**src/rtl/wave_capture_pkg.sv**
```systemverilog
// Shared widths, FSM encodings and the sample-to-display conversion for the
// wave capture block.
package wave_capture_pkg;

    localparam int SAMPLE_W   = 16;
    localparam int OUT_W      = 8;
    localparam int FRAME_LOG2 = 8;
    localparam int ADDR_W     = FRAME_LOG2 + 1;

    typedef logic [1:0] state_t;

    localparam state_t ST_ARMED  = 2'd0;
    localparam state_t ST_ACTIVE = 2'd1;
    localparam state_t ST_WAIT   = 2'd2;

    localparam logic [FRAME_LOG2-1:0] LAST_OFFSET = {FRAME_LOG2{1'b1}};

    // Keeps the top OUT_W bits and flips the sign bit, turning two's complement into offset binary.
    function automatic logic [OUT_W-1:0] to_display(input logic [SAMPLE_W-1:0] sample);
        return {~sample[SAMPLE_W-1], sample[SAMPLE_W-2:SAMPLE_W-OUT_W]};
    endfunction

endpackage

```
**src/rtl/wave_capture_if.sv**
```systemverilog
// Sample stream in, display status in, ping-pong RAM write port and buffer select out.
interface wave_capture_if;
    import wave_capture_pkg::*;

    logic                new_sample_ready;
    logic [SAMPLE_W-1:0] new_sample_in;
    logic                wave_display_idle;
    logic [ADDR_W-1:0]   write_address;
    logic                write_enable;
    logic [OUT_W-1:0]    write_sample;
    logic                read_index;

    modport master (
        output new_sample_ready, new_sample_in, wave_display_idle,
        input  write_address, write_enable, write_sample, read_index
    );

    modport slave (
        input  new_sample_ready, new_sample_in, wave_display_idle,
        output write_address, write_enable, write_sample, read_index
    );

endinterface

```
**src/rtl/wave_capture.sv**
```systemverilog
// Captures one frame of audio into the half of a ping-pong RAM the display is
// not reading, starting on a rising zero crossing, then swaps halves when idle.
module wave_capture
    import wave_capture_pkg::*;
(
    input  logic            clk,
    input  logic            reset,
    wave_capture_if.slave   bus
);

    state_t                state_r;
    state_t                state_next_s;
    logic [FRAME_LOG2-1:0] offset_r;
    logic [FRAME_LOG2-1:0] offset_next_s;
    logic                  read_index_r;
    logic                  read_index_next_s;
    logic                  prev_msb_r;
    logic                  crossing_s;
    logic                  write_enable_s;

    // Next-state, offset, buffer swap and write strobe.
    always_comb begin
        state_next_s      = state_r;
        offset_next_s     = offset_r;
        read_index_next_s = read_index_r;
        write_enable_s    = 1'b0;
        crossing_s        = bus.new_sample_ready & prev_msb_r & ~bus.new_sample_in[SAMPLE_W-1];

        case (state_r)
            ST_ARMED: begin
                if (crossing_s) begin
                    write_enable_s = 1'b1;
                    offset_next_s  = {{(FRAME_LOG2-1){1'b0}}, 1'b1};
                    state_next_s   = ST_ACTIVE;
                end else begin
                    write_enable_s = 1'b0;
                end
            end
            ST_ACTIVE: begin
                if (bus.new_sample_ready) begin
                    write_enable_s = 1'b1;
                    if (offset_r == LAST_OFFSET) begin
                        offset_next_s = {FRAME_LOG2{1'b0}};
                        state_next_s  = ST_WAIT;
                    end else begin
                        offset_next_s = offset_r + {{(FRAME_LOG2-1){1'b0}}, 1'b1};
                    end
                end else begin
                    write_enable_s = 1'b0;
                end
            end
            ST_WAIT: begin
                if (bus.wave_display_idle) begin
                    read_index_next_s = ~read_index_r;
                    state_next_s      = ST_ARMED;
                end else begin
                    state_next_s = ST_WAIT;
                end
            end
            default: begin
                // Illegal encoding: abandon whatever was in progress and re-arm.
                state_next_s  = ST_ARMED;
                offset_next_s = {FRAME_LOG2{1'b0}};
            end
        endcase
    end

    // FSM, offset counter and buffer select.
    always_ff @(posedge clk or negedge reset) begin
        if (!reset) begin
            state_r      <= ST_ARMED;
            offset_r     <= {FRAME_LOG2{1'b0}};
            read_index_r <= 1'b0;
        end else begin
            state_r      <= state_next_s;
            offset_r     <= offset_next_s;
            read_index_r <= read_index_next_s;
        end
    end

    // Sign of the previous sample, tracked in every state so arming sees fresh history.
    always_ff @(posedge clk or negedge reset) begin
        if (!reset) begin
            prev_msb_r <= 1'b0;
        end else if (bus.new_sample_ready) begin
            prev_msb_r <= bus.new_sample_in[SAMPLE_W-1];
        end else begin
            prev_msb_r <= prev_msb_r;
        end
    end

    // The RAM write port must act on the strobe cycle itself, so these stay combinational.
    assign bus.write_enable  = write_enable_s;
    assign bus.write_address = {~read_index_r, offset_r};
    assign bus.write_sample  = to_display(bus.new_sample_in);
    assign bus.read_index    = read_index_r;

endmodule

```
**src/flat_wrapper.sv**
```systemverilog
// flat-port wrapper written by rule: the top's interface ports become plain ports
module wave_capture_flat import wave_capture_pkg::*;
  (clk, reset, bus_new_sample_ready, bus_new_sample_in, bus_wave_display_idle, bus_write_address, bus_write_enable, bus_write_sample, bus_read_index);
  wave_capture_if bus_i ();
  input  logic clk;
  input  logic reset;
  input wire logic [$bits(bus_i.new_sample_ready)-1:0] bus_new_sample_ready;
  input wire logic [$bits(bus_i.new_sample_in)-1:0] bus_new_sample_in;
  input wire logic [$bits(bus_i.wave_display_idle)-1:0] bus_wave_display_idle;
  output wire logic [$bits(bus_i.write_address)-1:0] bus_write_address;
  output wire logic [$bits(bus_i.write_enable)-1:0] bus_write_enable;
  output wire logic [$bits(bus_i.write_sample)-1:0] bus_write_sample;
  output wire logic [$bits(bus_i.read_index)-1:0] bus_read_index;
  assign bus_i.new_sample_ready = bus_new_sample_ready;
  assign bus_i.new_sample_in = bus_new_sample_in;
  assign bus_i.wave_display_idle = bus_wave_display_idle;
  assign bus_write_address = bus_i.write_address;
  assign bus_write_enable = bus_i.write_enable;
  assign bus_write_sample = bus_i.write_sample;
  assign bus_read_index = bus_i.read_index;
  wave_capture u_core (.clk(clk), .reset(reset), .bus(bus_i));
endmodule
```
**config.mk**
```make
export PLATFORM = sky130hd
export DESIGN_NAME = wave_capture_flat
export DESIGN_NICKNAME = d
export VERILOG_FILES = /design/src/rtl/wave_capture_pkg.sv /design/src/rtl/wave_capture_if.sv /design/src/rtl/wave_capture.sv /design/src/flat_wrapper.sv
export SDC_FILE = /design/constraint.sdc
export NUM_CORES = 1
export LEC_CHECK = 0
export CORE_ASPECT_RATIO = 0.7
export CORE_MARGIN = 2
export CORE_UTILIZATION = 39
export CTS_CLUSTER_DIAMETER = 200
export DETAILED_ROUTE_END_ITERATION = 8
export HOLD_SLACK_MARGIN = 0.12
export PLACE_DENSITY_LB_ADDON = 0.08
export SLEW_MARGIN = 20
export SYNTH_ARGS = -nofsm -noshare
export SYNTH_HDL_FRONTEND = slang
export SYNTH_SLANG_ARGS = --single-unit
```
**constraint.sdc**
```tcl
create_clock -name clk -period 1.54 [get_ports clk]
set_input_delay 0.154 -clock clk [delete_from_list [all_inputs] [get_ports clk]]
set_output_delay 0.154 -clock clk [all_outputs]
set_load 0.005 [all_outputs]
```
Yosys cells after proc, flatten, opt, wreduce, memory -nomap -nowiden
Cells that the tools add are included.
W data, S select, Z words.

operators by class
  $add $sub $neg = 1
  bitwise operators = 5
  reductions and logical operators = 4
  eq/ne operators = 6
  mux-type cells = 12

operator list
  operator               count
  $mux W8                3
  $pmux W8 S3            1
  $add A8 B1 Y8 const B  1
  $eq A8 B8 Y1 const B   1
  $mux W2                4
  $pmux W2 S3            1
  $reduce_and A3 Y1      2
  $ne A2 B1 Y1 const B   2
  $not A1 Y1             3
  $and A1 B1 Y1          2
  $eq A2 B1 Y1 const B   1
  $eq A2 B2 Y1 const B   1
  $logic_not A2 Y1       1
  $mux W1                2
  $ne A2 B2 Y1 const B   1
  $pmux W1 S2            1
  $reduce_and A2 Y1      1

word-level totals
  register bits = 12
  input bits = 20
  logic and storage cells = 32

Logic depth before layout (Yosys ltp)
  word-level depth = 4
  gate-level depth with buffers = 5

Least setup slack after synthesis
OpenSTA, ideal clock, no wires.

  path type = register to register
  from = register u_core.offset_r[0]
  to = register u_core.offset_r[5]
  stages on the path, launching flop included = 6
  clock period less this slack = 1.430 ns
  arrival = 1.348 ns
  path buffers = 0
  path slack = 0.110 ns
  cells stage by stage = dfrtp_1 -> ha_1 -> and3_1 -> a211oi_2 -> a31oi_1 -> a31oi_1

on the way
  word-level cells in the longest chain between the ends = 4
  elaborated cells on any way between the ends = 5

RTL lines
  item                                           RTL line                                text
  start, declared                                wave_capture.sv:13                      logic [FRAME_LOG2-1:0] offset_r;
  start signal, assigned                         wave_capture.sv:72                      offset_r <= {FRAME_LOG2{1'b0}};
  start signal, assigned                         wave_capture.sv:76                      offset_r <= offset_next_s;
  $add A8 B1 Y8 or $eq A8 B8 Y1 (tied branches)  wave_capture.sv:46, wave_capture.sv:42
  $mux W8 (*)                                    wave_capture.sv:42                      if (offset_r == LAST_OFFSET) begin
  $mux W8 (*)                                    wave_capture.sv:40                      if (bus.new_sample_ready) begin
  $pmux W8 S3 (*)                                wave_capture.sv:29                      case (state_r)

Mark *: on every way between the ends. The rest lies on a longest branch, timed or not. The select of a mux whose other input is x is not followed.
A chain may end at the register's enable or synchronous reset.

Worst setup path after layout
  from = register u_core.offset_r[3]
  to = output port bus_write_address[3]

RTL lines
  item           RTL line            text
  end, declared  flat_wrapper.sv:10  output wire logic [$bits(bus_i.write_address)-1:0] bus_write_address;

No word-level cell between the ends.

==> impl_metrics.yaml <==
outcome:
  status: "completed"
global_routing:
  antenna_found_initial: 0
  grt_max_degree: 13
  grt_overflow: 0
  grt_pass1_wl_mm: 2.75
  grt_pass1_vias: 579
  grt_use_total_pct: 16.5
power_and_ir_drop:
  power_density_nw_per_um2: 1080
  p_total_w: 0.00108
  vdd.ir_drop.worst_mv: 0.642
  p_leak_nw: 0.427
setup_path:
  cp-startpoint: "u_core.offset_r[3]$_DFFE_PN0P_"
  cp-endpoint: "bus_write_address[3]"
  cp_num_buf_inv: 1
  r2r_start: "u_core.offset_r[0]$_DFFE_PN0P_"
  worstSetupPathType: "flop to output port"
  r2r_cells: 5
  crit_chain: "clkdlybuf4s50_1"
  crit_slowest_cell: "clkdlybuf4s50_1"
  cp_data_arrival_time_ns: 1.31
  ff2ff_setup_slack_ns: 0.11
  crit_family: "buffers and inverters"
  critPathMaxStageDelay_ns: 0.55
  r2r_end: "u_core.offset_r[5]$_DFFE_PN0P_"
  cp-end-kind: "output port"
  start_kind: "flop"
  cp_max_fo: 9
  worst-path-stages: 1
  required_ns: 1.39
clock_tree:
  path_clk_slew_ns: 0.07
  cts_root_buffer: "clkbuf_4"
  clock-sinks: 12
  cts_buffers: 3
  htreeDepth: 1
  clkLatencyLatePin_ns: 0.27
  cts_tree: "done"
  clock_path_buffers: 2
synthesis:
  ys_types: 37
  ys.flop_type: "dfrtp_1"
  synth_common_cells: "12 x dfrtp_1, 8 x buf_4, 6 x nor2_1, 5 x nand2_1"
  ys_seq_elements: 12
  yosysWarnings: 0
  synthCells: 82
  synth_nets: 103
  synth_edf_count: 0
  yosysTopAreaCellShare_pct: 38.6
  async_flop_share_pct: 100
  post-synth-top-count-cell: "dfrtp_1"
  ys_top_cells_by_area: "dfrtp_1 39%, buf_4 7.7%, a22o_1 3.4%"
  syn_area_per_cell_um2: 9.49
  synth_seq_area_share_pct: 38.6
  synth_top_area_cell: "dfrtp_1"
  netlist_area_um2: 778
run:
  max-cap-violations: 0
sta:
  rsz0062_at_grt: "false"
  maxSlewViolCount: 0
  setup_viol: 0
  max-slew-margin-rel_pct: 64.1
  clock.fmax_mhz: 681
  period_minus_slack_ns: 1.47
  clock_skew_ns: 0.00282
  hold_viol: 0
  finalCritPeriodShare_pct: 95.3
  setup_tns_ns: 0
  tightest_slew_ns: 0.537
floorplan:
  rows: 13
  io-pin-count: 39
  die_h_um: 41.4
  dieArea_um2: 2370
  start_util_pct: 41.6
  core_area_um2: 1870
  die_width_um: 57.4
placed_design:
  dpl.hpwl_mm: 1.28
  numPortBuffers: 16
  place_congestion: 0.792
  placed_area_um2: 957
finish:
  nNetsFinal: 124
  fin_area_um2: 1000
  antenna_cells: 0
  drive_gt1_share_pct: 24.8
  syn2layout_area_growth_pct: 28.8
hold_path:
  min_path_type: "input port to async pin"
route:
  drt_iter0_drc: 28
  dr_total_vias: 646
  dr.pass1.iters: 4
  antenna_left: 0
  drcViolationCount: 0
  wirelength_mm: 1.70
  routed_via_density: 5.25
  wl_per_cell_um: 13.8
[power breakdown]
group | leakage [nW] | switching (W) | internal (W)
Sequential | 0.149 | 0.0000999 | 0.000385
Combinational | 0.264 | 0.000145 | 0.000259
Clock | 0.0138 | 0.0000994 | 0.0000906
Total | 0.427 | 0.000345 | 0.000734
[stage by stage]
step	hold slack [ns]	setup slack [ns]	utilization, %	std cells
6_report	0.228	0.0720	53.6	123
5_1_grt	0.262	0.0203	53.6	123
4_1_cts	0.248	0.0540	52.9	123
3_5_place_dp	0.308	-0.0910	51.2	119
3_3_place_gp	0.308	-0.0713	51.2	119
2_1_floorplan	-0.142	0.110	-	82
[how the worst min path moves through the flow]
stage                                startpoint                           endpoint  slack, ns  cells after the start
after floorplan                           reset  u_core.bus.read_index$_DFFE_PN0P_      -0.14                      0
after global placement    bus_new_sample_in[11]                bus_write_sample[3]       0.31                      0
after detailed placement  bus_new_sample_in[11]                bus_write_sample[3]       0.31                      0
after CTS                                 reset  u_core.bus.read_index$_DFFE_PN0P_       0.25                      1
after global routing                      reset     u_core.offset_r[6]$_DFFE_PN0P_       0.26                      1
final                                     reset  u_core.bus.read_index$_DFFE_PN0P_       0.23                      1
[state kept, by name (all words and copies together), names as in the netlist]
register,count
u_core.prev_msb_r,1
u_core.offset_r,8
u_core.state_r,2
u_core.bus.read_index,1
[layer usage]
layer / wire (um) / track usage [%] / share of wire [%] / vias to the layer above
met4: 9 / 6.40 / 0.53 / 0
met3: 126 / 6.79 / 7.4 / 4
met5: 0 / 0 / 0 / -
li1: - / - / - / 329
met2: 693 / 24.4 / 41 / 21
met1: 867 / 21.7 / 51 / 292
[repair_timing]
action                                  in CTS  in global routing
resized for setup                            3                  3
pin swaps                                    0                  2
hold buffers                                 0                  0
setup buffers                                1                  0
gates cloned                                 0                  0
endpoints found under the setup margin       1                  1
[kinds of logic after synthesis]
logic type / Yosys count / share of synthesized area (%)
and+or+nand+nor: 27 / 21.5
DFF: 12 / 38.6
xor gates and xnor gates: 1 / 1.13
buffers and inverters: 13 / 11.3
AOI/OAI and AO/OA: 26 / 23.2
muxes: 2 / 2.73
adders and majority gates: 1 / 1.61
[placed cells by master (no fill, tap or decap), types with 2 or more instances in the layout]
master	n
o21bai_1	2
a31oi_1	4
buf_4	10
inv_1	3
clkbuf_4	3
nand3_1	2
nand2_1	5
nor2_1	6
o21ai_1	2
nand2b_1	2
clkdlybuf4s50_1	15
o21ai_0	4
a21oi_1	3
dfrtp_1	11
a22o_1	3
[cell type report]
cell class | instances | area, um2
clock buffers | 3 | 22.5
fillers | 164 | 868
inverters | 3 | 11.3
multi-input cells | 57 | 405
flip-flops and latches | 12 | 302
well taps | 22 | 27.5
repair buffers | 26 | 234
(Power assumes the default switching activity.)
